--- config.mk ---
export PLATFORM = sky130hd
export DESIGN_NAME = pdm_axis_packer
export DESIGN_NICKNAME = d
export VERILOG_FILES = /design/src/rtl/pdm_axis_packer.sv
export SDC_FILE = /design/constraint.sdc
export NUM_CORES = 1
export LEC_CHECK = 0
export BUFFER_PORTS_ARGS = -buffer_cell sky130_fd_sc_hd__buf_2
export CAP_MARGIN = 5
export CORE_ASPECT_RATIO = 2
export CORE_MARGIN = 2
export CORE_UTILIZATION = 30
export CTS_CLUSTER_SIZE = 20
export DETAILED_ROUTE_END_ITERATION = 12
export PLACE_DENSITY_LB_ADDON = 0.15
export SYNTH_ARGS = -nofsm -noshare
export SYNTH_HDL_FRONTEND = slang
export SYNTH_SLANG_ARGS = --single-unit
--- constraint.sdc ---
create_clock -name clk -period 3 [get_ports clk]
set_input_delay 0.45 -clock clk [delete_from_list [all_inputs] [get_ports clk]]
set_output_delay 0.45 -clock clk [all_outputs]
set_load 0.05 [all_outputs]
--- src/rtl/pdm_axis_packer.sv ---
// pdm_axis_packer
//   Packs the one-bit-per-strobe PDM stream into 32-bit words (LSB first) and
//   presents them on an AXI4-Stream master port through a one-word holding
//   register. tlast marks the last word of every WORDS_PER_FRAME-word frame.
//   Words completed while the holding register is stalled are dropped and
//   counted.
//
// Ports
//   clk             system clock (shared with the PDM capture stage)
//   rst             synchronous active-high reset
//   mic_data        PDM sample, only bit 0 is used
//   mic_data_valid  single-cycle strobe, one per PDM bit
//   enable          capture enable; low discards any partial word/frame
//   ovf_clr         pulse, clears overflow and drop_count
//   m_axis_*        AXI4-Stream master (tdata, tvalid, tready, tlast)
//   overflow        sticky, at least one word was dropped
//   drop_count      saturating count of dropped words
module pdm_axis_packer #(
    parameter int unsigned WORDS_PER_FRAME = 256
) (
    input  logic        clk,
    input  logic        rst,
    input  logic [7:0]  mic_data,
    input  logic        mic_data_valid,
    input  logic        enable,
    input  logic        ovf_clr,
    output logic [31:0] m_axis_tdata,
    output logic        m_axis_tvalid,
    input  logic        m_axis_tready,
    output logic        m_axis_tlast,
    output logic        overflow,
    output logic [15:0] drop_count
);

    localparam logic [15:0] LAST_WORD = 16'(WORDS_PER_FRAME - 1);

    logic [31:0] sr_q, sr_d;
    logic [4:0]  bit_cnt_q, bit_cnt_d;
    logic [15:0] wcnt_q, wcnt_d;
    logic [31:0] tdata_q, tdata_d;
    logic        tlast_q, tlast_d;
    logic        tvalid_q, tvalid_d;
    logic        overflow_q, overflow_d;
    logic [15:0] drop_count_q, drop_count_d;

    logic        accept;
    logic        word_done;
    logic        load;
    logic        drop;
    logic [31:0] full_word;

    always_comb begin
        accept    = mic_data_valid && enable;
        word_done = accept && (bit_cnt_q == 5'd31);
        load      = word_done && (!tvalid_q || m_axis_tready);
        drop      = word_done && tvalid_q && !m_axis_tready;
        // Bits 30:0 were all written earlier in this word; bit 31 arrives now.
        full_word = {mic_data[0], sr_q[30:0]};
    end

    always_comb begin
        sr_d         = sr_q;
        bit_cnt_d    = bit_cnt_q;
        wcnt_d       = wcnt_q;
        tdata_d      = tdata_q;
        tlast_d      = tlast_q;
        tvalid_d     = tvalid_q;
        overflow_d   = overflow_q;
        drop_count_d = drop_count_q;

        if (!enable) begin
            sr_d      = '0;
            bit_cnt_d = '0;
            wcnt_d    = '0;
        end else if (accept) begin
            sr_d[bit_cnt_q] = mic_data[0];
            bit_cnt_d       = bit_cnt_q + 5'd1;
        end

        if (load) begin
            tdata_d  = full_word;
            tlast_d  = (wcnt_q == LAST_WORD);
            tvalid_d = 1'b1;
            wcnt_d   = (wcnt_q == LAST_WORD) ? 16'd0 : wcnt_q + 16'd1;
        end else if (tvalid_q && m_axis_tready) begin
            tvalid_d = 1'b0;
        end

        // A drop in the same cycle as ovf_clr wins and restarts the count at 1.
        if (drop) begin
            overflow_d = 1'b1;
            if (ovf_clr) begin
                drop_count_d = 16'd1;
            end else if (drop_count_q != 16'hFFFF) begin
                drop_count_d = drop_count_q + 16'd1;
            end
        end else if (ovf_clr) begin
            overflow_d   = 1'b0;
            drop_count_d = '0;
        end
    end

    always_ff @(posedge clk) begin
        if (rst) begin
            sr_q         <= '0;
            bit_cnt_q    <= '0;
            wcnt_q       <= '0;
            tdata_q      <= '0;
            tlast_q      <= 1'b0;
            tvalid_q     <= 1'b0;
            overflow_q   <= 1'b0;
            drop_count_q <= '0;
        end else begin
            sr_q         <= sr_d;
            bit_cnt_q    <= bit_cnt_d;
            wcnt_q       <= wcnt_d;
            tdata_q      <= tdata_d;
            tlast_q      <= tlast_d;
            tvalid_q     <= tvalid_d;
            overflow_q   <= overflow_d;
            drop_count_q <= drop_count_d;
        end
    end

    assign m_axis_tdata  = tdata_q;
    assign m_axis_tlast  = tlast_q;
    assign m_axis_tvalid = tvalid_q;
    assign overflow      = overflow_q;
    assign drop_count    = drop_count_q;

endmodule
==> metrics <==
status finished clean; Worst Path Arrival 2.67 ns; Top Family by Delay on Critical Path simple AND/OR/NAND/NOR gates; post-CTS setup buffers 0; Net Sw Frac 21.0%; Core Rows 63; Yosys Warn Count 0; DRT Pass-1 Iters 4; CTS Hold Bufs 0; CP max stage cell nor2_2; largest net degree at the start of global routing 47; Seq/Total Area, Yosys 45.4%; TNS Setup 0 ns; Setup Slack @ Placement 0.564 ns; Post-synth ARST share 0%; Tot GR Track Use 15.0%; Mapped Cells 586; CP dominant cell by count ha_1; Static Leak 0.00187 uW; count of cell types in the netlist 48; share of the synthesized area in the top cell type 45.4%; Inserted Clock Buffers 9; WHS 0.453 ns; via count 4242; Tmin final 2.45 ns; CTS tree yes; biggest area consumer among synthesized cells dfxtp_1; most frequent cell after synthesis nand2_1; Routed WL 12.1 mm; Setup WS post-layout 0.553 ns; Gate power share 2.7%; layout cells sized above 1 13.4%; Chip Height 178 um; Util after Layout 35.8%; DP HPWL 8.58 mm; Int Pwr 2110 uW; Critical Path Fanout Max 16; synthesis-to-finish area growth 16.9%; Mapped Area 4540 um^2; Post-synth EDFFs 0; Flop pwr share 51.2%; Nets 648; clock sinks 103; Mean Syn Cell Area 7.75 um^2; Wirelength per Cell 14.6 um; DRC Markers 0; Tcrit/Tclk final 81.6%; Slew Viols, Final 0; die extent in x 91.0 um; diode count 0; Post-CTS Resized 0; global-route wire length before repair 19.5 mm; I/O Pins 65; final clock skew 0.00472 ns; clock-pin transition on the worst setup and hold timing paths 0.07 ns; Starting DRT DRC Count 181; CP Buf/Inv Count 0; Initial Utilization 30.6%; top post-synthesis cells by area dfxtp_1 45%, nand2_1 12%, a21oi_1 9.2%; Worst-Skew Late Latency 0.34 ns; Syn Nets 607; Post-synth top cells 140 x nand2_1, 103 x dfxtp_1, 83 x a21oi_1, 42 x nor2_1, 38 x nand3_1; H-tree Lvls 3; power share of the clock group 46.1%; peak supply drop 0.000243 V; worst min-delay path class reg -> reg; CP startpoint kind flip-flop; max frequency 0.409 GHz; post-route ant nets 0; slew margin rel. 43.8%; initial antenna violation count 0; kind of critical path reg -> reg; crit-path max cell delay 0.57 ns; CORE AREA 14800 um^2; global route overflow 0; Net Switching 563 uW; predominant post-synthesis flop cell dfxtp_1; Fin. Hold Viols 0; Worst Tran Pin Value 0.837 ns; vias in the first global route 3979; gpl congestion 0.855; max_cap viols 0; fillers 1661; crit path cell chain ha_1 -> and3_1 -> ha_1 -> nand3_1 -> nor2_2 -> nor2_1 -> a211oi_1 -> a21oi_1; die area 16200 um^2; Port-buffer cells 57; Synth Register Bits 103; # setup viols final 0; power per standard cell area 505 nW/um^2; via/cell ratio 5.13; clk buf depth 2; Crit. End Element flip-flop; RSZ-0062 raised after global routing false; root buffer cell clkbuf_16; Worst EP required 3.22 ns
-- flip-flops by register name (all words and copies together), names as in the netlist --
signal and count:
overflow 1, wcnt_q 16, m_axis_tdata 32, drop_count 16, m_axis_tvalid 1, m_axis_tlast 1, sr_q 31, bit_cnt_q 5
-- final cells by class --
type	count	area [um^2]	area share (%)
clock inverter	6	83.8	1.58
sequential	103	2060	38.9
inverter	8	30.0	0.566
timing repair buffer	64	338	6.37
clock buffer	10	229	4.32
tap	195	244	4.60
multi-input combinational	441	2320	43.7
-- worst reg2reg max path, delay by kind of cell, from the launching register on --
| kind | cells | cell delay (ns) |
|---|---|---|
| and+or+nand+nor | 4 | 1.19 |
| adders and majority gates | 2 | 0.38 |
| AOI/OAI and AO/OA | 2 | 0.36 |
| DFF | 1 | 0.42 |
-- kinds of logic after synthesis --
group / count (synthesis) / synth area share (%)
and+or+nand+nor: 286 / 29.7
AOI/OAI and AO/OA: 133 / 16.3
DFF: 103 / 45.4
buffers and inverters: 42 / 3.56
muxes: 9 / 1.98
adders and majority gates: 7 / 1.93
xor gates and xnor gates: 6 / 1.16
-- path summary, 6_finish.rpt --
kind	start	to	slack [ns]	cells past startpoint
worst min register to register	m_axis_tdata[31]	m_axis_tdata[31]	0.45	2
worst max-delay path	bit_cnt_q[0]	wcnt_q[2]	0.55	8
worst max register to register	bit_cnt_q[0]	wcnt_q[2]	0.55	8
worst min-delay path	m_axis_tdata[31]	m_axis_tdata[31]	0.45	2
-- power by group through the flow --
| stage | sequential [uW] | clock [uW] | combinational (uW) |
|---|---|---|---|
| CTS | 1370 | 1280 | 71.9 |
| floorplan | 1400 | 0 | 48.7 |
| global route | 1370 | 1330 | 78.7 |
| finish | 1370 | 1240 | 71.1 |
| global placement | 1400 | 0 | 70.2 |
| detailed placement | 1400 | 0 | 71.6 |
-- metal layers --
layer	routed length, um	part of all wire (%)	GRT usage [%]	vias to the layer above
li1	-	-	-	2121
met1	4880	40	15.7	2032
met2	6700	55	29.3	74
met3	285	2.4	2.04	15
met4	231	1.9	6.12	0
met5	0	0	0	-
-- placed cells by master, fill, tap and decap left out, types with 8 or more instances in the layout --
cell       count
nor2_1        41
and3_1        10
nand2_1      140
mux2i_1        9
inv_1          8
a31oi_1        9
nand3_1       38
nor3_1         8
dfxtp_1      103
o21ai_0       23
clkbuf_16      9
buf_2         57
a21oi_1       83
-- per-stage QoR --
stage               std cells  power (uW)  instance area, um^2
floorplan                 586        1450                 4540
global placement          811        1470                 4990
detailed placement        811        1470                 4990
CTS                       827        2720                 5310
global route              827        2780                 5310
finish                    827        2680                 5310
No activity file was read; power rests on OpenSTA's default activity.
